**config.mk**
```make
export PLATFORM = sky130hd
export DESIGN_NAME = scan_chain_slave
export DESIGN_NICKNAME = d
export VERILOG_FILES = /design/src/rtl/scan_chain_slave.sv
export SDC_FILE = /design/constraint.sdc
export NUM_CORES = 1
export LEC_CHECK = 0
export ABC_AREA = 1
export BUFFER_PORTS_ARGS = -buffer_cell sky130_fd_sc_hd__buf_2
export CAP_MARGIN = 20
export CORE_ASPECT_RATIO = 1.1
export CORE_MARGIN = 10
export CORE_UTILIZATION = 30
export CTS_CLUSTER_DIAMETER = 60
export DETAILED_ROUTE_END_ITERATION = 8
export PLACE_DENSITY = 0.48
export SYNTH_ARGS = -nofsm -noshare
export SYNTH_HDL_FRONTEND = slang
export SYNTH_SLANG_ARGS = --single-unit
```
**constraint.sdc**
```tcl
create_clock -name clk_signal_ext -period 14.8 [get_ports clk_signal_ext]
set_input_delay 1.48 -clock clk_signal_ext [delete_from_list [all_inputs] [get_ports clk_signal_ext]]
set_output_delay 1.48 -clock clk_signal_ext [all_outputs]
set_load 0.05 [all_outputs]
```
**src/rtl/scan_chain_slave.sv**
```systemverilog
// Two-phase scan-chain slave: synchronizes the external scan clocks, shifts a
// configuration chain in, shifts a captured result word out, and flags protocol errors.
module scan_chain_slave #(
    parameter int IN_LEN  = 188,
    parameter int OUT_LEN = 50
) (
    input  logic               clk_signal_ext,
    input  logic               rst,
    input  logic               phi,
    input  logic               phib,
    input  logic               scan_i0o1,
    input  logic               load,
    input  logic               scan_in,
    input  logic [OUT_LEN-1:0] capture_data,
    output logic [IN_LEN-1:0]  cfg_q,
    output logic               cfg_valid,
    output logic               scan_out,
    output logic [7:0]         shift_cnt,
    output logic               err,
    output logic               phi_out,
    output logic               phib_out,
    output logic               scan_i0o1_out,
    output logic               load_out
);

    localparam int SI = 0;
    localparam int PH = 1;
    localparam int PB = 2;
    localparam int MD = 3;
    localparam int LD = 4;

    logic [4:0] async_in;
    logic [4:0] s1_q, s2_q, s3_q;
    logic [2:0] vld_q;

    assign async_in = {load, scan_i0o1, phib, phi, scan_in};

    // vld_q marks when the edge flop holds a real post-reset sample, so a level
    // already high at reset release never looks like a rising edge.
    always_ff @(posedge clk_signal_ext or posedge rst) begin
        if (rst) begin
            s1_q  <= '0;
            s2_q  <= '0;
            s3_q  <= '0;
            vld_q <= '0;
        end else begin
            s1_q  <= async_in;
            s2_q  <= s1_q;
            s3_q  <= s2_q;
            vld_q <= {vld_q[1:0], 1'b1};
        end
    end

    logic phi_rise, phib_rise, load_rise, mode, din;

    assign phi_rise  = vld_q[2] & s2_q[PH] & ~s3_q[PH];
    assign phib_rise = vld_q[2] & s2_q[PB] & ~s3_q[PB];
    assign load_rise = vld_q[2] & s2_q[LD] & ~s3_q[LD];
    assign mode      = s3_q[MD];
    assign din       = s3_q[SI];

    logic [IN_LEN-1:0]  in_q, in_d, cfg_word_q, cfg_word_d;
    logic [OUT_LEN-1:0] out_q, out_d;
    logic               m_q, m_d;
    logic               cfg_valid_q, cfg_valid_d;
    logic               scan_out_q, scan_out_d;
    logic [7:0]         cnt_q, cnt_d;
    logic               err_q, err_d;

    always_comb begin
        in_d        = in_q;
        out_d       = out_q;
        m_d         = m_q;
        cfg_word_d  = cfg_word_q;
        cfg_valid_d = 1'b0;
        scan_out_d  = out_q[OUT_LEN-1];
        cnt_d       = cnt_q;
        err_d       = err_q;

        if (phi_rise && phib_rise) begin
            err_d = 1'b1;
        end else begin
            if (phi_rise && !mode) begin
                m_d = din;
            end
            if (phib_rise) begin
                if (!mode) begin
                    in_d  = {in_q[IN_LEN-2:0], m_q};
                    out_d = {out_q[OUT_LEN-2:0], 1'b0};
                    if (cnt_q != 8'hFF) begin
                        cnt_d = cnt_q + 8'd1;
                    end
                end else begin
                    out_d = capture_data;
                end
            end
        end

        // A load while either scan clock is high is rejected outright.
        if (load_rise) begin
            if (s2_q[PH] || s2_q[PB]) begin
                err_d = 1'b1;
            end else begin
                cfg_word_d  = in_q;
                cfg_valid_d = 1'b1;
                cnt_d       = 8'd0;
                if ({24'd0, cnt_q} != 32'(IN_LEN)) begin
                    err_d = 1'b1;
                end
            end
        end
    end

    always_ff @(posedge clk_signal_ext or posedge rst) begin
        if (rst) begin
            in_q        <= '0;
            out_q       <= '0;
            m_q         <= 1'b0;
            cfg_word_q  <= '0;
            cfg_valid_q <= 1'b0;
            scan_out_q  <= 1'b0;
            cnt_q       <= 8'd0;
            err_q       <= 1'b0;
        end else begin
            in_q        <= in_d;
            out_q       <= out_d;
            m_q         <= m_d;
            cfg_word_q  <= cfg_word_d;
            cfg_valid_q <= cfg_valid_d;
            scan_out_q  <= scan_out_d;
            cnt_q       <= cnt_d;
            err_q       <= err_d;
        end
    end

    assign cfg_q         = cfg_word_q;
    assign cfg_valid     = cfg_valid_q;
    assign scan_out      = scan_out_q;
    assign shift_cnt     = cnt_q;
    assign err           = err_q;
    assign phi_out       = s2_q[PH];
    assign phib_out      = s2_q[PB];
    assign scan_i0o1_out = s2_q[MD];
    assign load_out      = s2_q[LD];

endmodule

```
* Yosys cells after proc, flatten, opt, wreduce, memory -nomap -nowiden *
Index checks and enable logic that the tools add are counted.

storage, ports and cells
  register bits after elaboration = 456
  input port bits = 57
  output and inout port bits = 203
  logic and storage cells = 48

cells by class
  add/sub/neg operators = 1
  equal/unequal tests = 2
  muxes and demuxes = 13
  bitwise logic cells = 12
  reductions and logical operators = 8

operators with widths
  kind                                                           number
  50-bit two-way mux                                             1
  8-bit two-way mux                                              6
  8-bit inequality test, second input constant                   2
  8-bit by 1-bit adder with 8-bit output, second input constant  1
  1-bit bitwise AND                                              6
  1-bit two-way mux                                              6
  1-bit inverter                                                 6
  2-bit AND reduction                                            3
  3-bit AND reduction                                            1
  1-bit logical AND                                              2
  1-bit zero test                                                1
  1-bit logical OR                                               1

* Depth between registers and ports, before layout *
  word-level depth = 7
  depth in mapped cells = 9
  mapped depth without buffers = 9

* Least setup slack after synthesis *
Ideal clock, no wire load.

  path kind = flip-flop to output port
  start point = register cnt_q[3], in the netlist shift_cnt[3]
  end point = output port shift_cnt[3]
  data arrival time = 0.672 ns
  required time = 13.320 ns
  slack = 12.648 ns
  cell stages (with the launch flop) = 1
  path buffers = 0
  cells stage by stage = dfrtp_1

RTL lines
  what                    line  source
  start, declared         67    logic [7:0] cnt_q, cnt_d;
  start signal, assigned  131   cnt_q <= cnt_d;
  end, declared           18    output logic [7:0] shift_cnt,

No word-level cell between the ends.

==> reports/qor.yml <==
grt_remaining_overflow: 0
rows: 93
r2r_slack_ps: 11880
grt_usage_pct: 11.90
yosys_warnings: 0
numClockSinks: 456
holdBufCountCts: 0
clock_latency_ps: 590
grt_pass1_wl_um: 67720
firstDrtPassIters: 5
cts_made_buffers: 52
antenna_found_initial: 0
die_w_um: 252.7
min_path_cells: 0
syn_to_final_growth_pct: 19.43
p_leak_nw: 10.06
seq_area_mm2: 0.01141
io_buffers: 259
via_per_inst: 4.300
coreArea_mm2: 0.05876
finClkSkew_ps: 22.04
worst_pin_slew_ps: 1071
critPathLaunchType: "primary input"
grt_pass1_vias: 12086
gp_congestion: 0.7471
synthesis.area_mm2: 0.01787
fmax_ghz: 0.2514
fin_crit_sh_pct: 26.88
crit_type: "primary input to asynchronous set/reset pin"
seq_area_frac_synth_pct: 63.86
cts_root_buf: "clkbuf_16"
vias: 12139
fin_area_mm2: 0.02134
htreeDepth: 2
final_cells: 2823
drt_iter0_markers: 836
cts.clk_slew.worst_paths_ps: 60
place_inst: 2729
outcome: "finished, final reports clean"
die_h_um: 276.0
syn_nets: 1861
min_from: "s1_q[0]"
timing.rr.start: "vld_q[2]"
vdd_ir_drop_max_uv: 72.44
grt_max_degree: 125
post_cts_buffers: 0
io_pins: 260
crit_fanout: 124
ys_types: 24
required_ps: 15570
cap_viol_max_count: 0
rr_worst_depth: 7
ys_ff_latch: 456
maxSlewHeadroom_pct: 28.63
path_cells: "buf_2 > inv_8 > buf_4 > buf_4 > buf_4 > buf_16"
min_to: "s2_q[0]"
fillers: 5960
fin_tns_setup_ps: 0
ant_nets: 0
syn_inst: 1802
tritoncts: "done"
drv_slew: 0
initial_core_util_pct: 30.41
rsz0062_at_grt: "no"
hold_violations: 0
postCtsResizedCells: 0
insertedDiodeCount: 0
setup_viol: 0
max_stage_delay_ps: 770
cp-end-kind: "asynchronous set/reset pin"
powerDensity_mw_per_mm2: 127.9
holdCritPathClass: "register to register"
placed_cell_area_mm2: 0.01955
fin_crit_ps: 3978
cp_common_cell: "buf_4"
synth.avg_cell_area_um2: 9.917
r2r-end: "cfg_q[85]"
nNetsFinal: 2084
dp_hpwl_um: 27190
routed_wl_um: 41790
drc_errors: 0
worstPathArrival_ps: 4750
crit_slowest_cell: "buf_4"
routedWlPerCell_um: 14.80
die_area_mm2: 0.06974
multi_input_comb_area_mm2: 0.004841
layout-drive-gt1-share_pct: 21.67
cts.path.max_buffers: 3
cell families (layout without fill, tap and decap cells):
logic type	Yosys count	after routing	synth area share (%)
AND/OR/NAND/NOR	509	509	10.99
buffers and inverters	356	617	9.186
other	1	1	0.02099
adder cells (fa/ha/maj)	2	2	0.1400
AO/OA/AOI/OAI	478	478	15.81
flip-flops	456	456	63.86
metal layers:
metal  routed length [um]  GRT usage (%)
met1                18890          15.46
met2                19730          19.33
met3                 2228          3.019
met4                  939          3.567
met5                    0              0
registers in the layout, indices dropped and copies added (netlist names):
| signal | count |
|---|---|
| m_q | 1 |
| err | 1 |
| shift_cnt | 8 |
| s1_q | 5 |
| in_q | 188 |
| s3_q | 5 |
| vld_q | 3 |
| out_q | 50 |
| scan_out | 1 |
| cfg_valid | 1 |
| cfg_q | 188 |
| s2_q | 5 |
how the worst max path moves through the flow:
stage	start	to	slack, ps	cells after the start
final	rst	in_q[95]	10820	6
after global routing	rst	in_q[99]	10280	6
after CTS	rst	cfg_q[178]	10290	5
after detailed placement	rst	in_q[95]	9640	5
after global placement	rst	in_q[93]	9710	5
after floorplan	rst	cfg_q[0]	610	1
stage by stage:
stage / hold slack [ps] / utilization (%) / power, W / setup WS (ps)
after floorplan: 331.2 / - / 0.001426 / 607.9
after global placement: 334.0 / 33.26 / 0.001460 / 9711
after detailed placement: 334.7 / 33.26 / 0.001463 / 9639
after CTS: 347.1 / 36.22 / 0.002786 / 10290
after global routing: 350.9 / 36.32 / 0.002855 / 10280
final: 341.8 / 36.32 / 0.002730 / 10820
power breakdown:
part	leakage, nW	switching (W)	internal (W)
Combinational	2.99	0.000103	0.0000344
Clock	0.856	0.000516	0.000776
Sequential	6.20	0.0000168	0.00128
cell usage after synthesis:
| master | instances | share of area (%) |
|---|---|---|
| nand2_1 | 466 | 9.8 |
| dfrtp_1 | 456 | 64 |
| o21ai_0 | 253 | 7.1 |
| inv_1 | 250 | 5.3 |
| o21ai_1 | 90 | 2.5 |
| o21ai_2 | 84 | 4.1 |
| o211ai_1 | 46 | 1.9 |
| clkbuf_1 | 40 | 0.84 |
| buf_6 | 33 | 2.1 |
| nor2_1 | 26 | 0.55 |
| buf_2 | 25 | 0.70 |
| nand3_1 | 9 | 0.25 |
| buf_4 | 7 | 0.29 |
| a21oi_1 | 3 | 0.084 |
| a31oi_1 | 2 | 0.070 |
| ha_1 | 2 | 0.14 |
| nand3b_1 | 2 | 0.084 |
| nand4_1 | 2 | 0.070 |
| conb_1 | 1 | 0.021 |
| inv_2 | 1 | 0.021 |
| nand2_4 | 1 | 0.063 |
| nor2_4 | 1 | 0.063 |
| nor3_1 | 1 | 0.028 |
| nor3_4 | 1 | 0.091 |
worst max-delay path: cells and delay by family:
family	cells	cell delay, ps
buffers and inverters	6	3050
cells in the final DEF (no fill, tap or decap), types with 2 or more instances in the layout:
cell type,count
a31oi_1,2
clkbuf_8,17
dfrtp_1,456
bufinv_16,2
nand3_1,9
buf_2,259
buf_4,13
inv_6,3
nor2_4,2
a21oi_1,3
nand4_1,2
clkbuf_16,53
buf_16,2
clkinv_2,3
o21ai_1,90
clkinv_4,2
nand3b_1,2
nor2_1,25
o21ai_2,84
clkbuf_1,10
inv_1,249
o211ai_1,46
o21ai_0,253
nand2_1,465
ha_1,2
cell type report:
type	instances	area share, %
clock buffers	80	7.487
clock inverters	12	0.6683
inverters	251	4.450
multi-input cells	990	22.68
flip-flops and latches	456	53.47
well taps	760	4.456
repair buffers	274	6.789
Power figures use the tool's default switching activity.
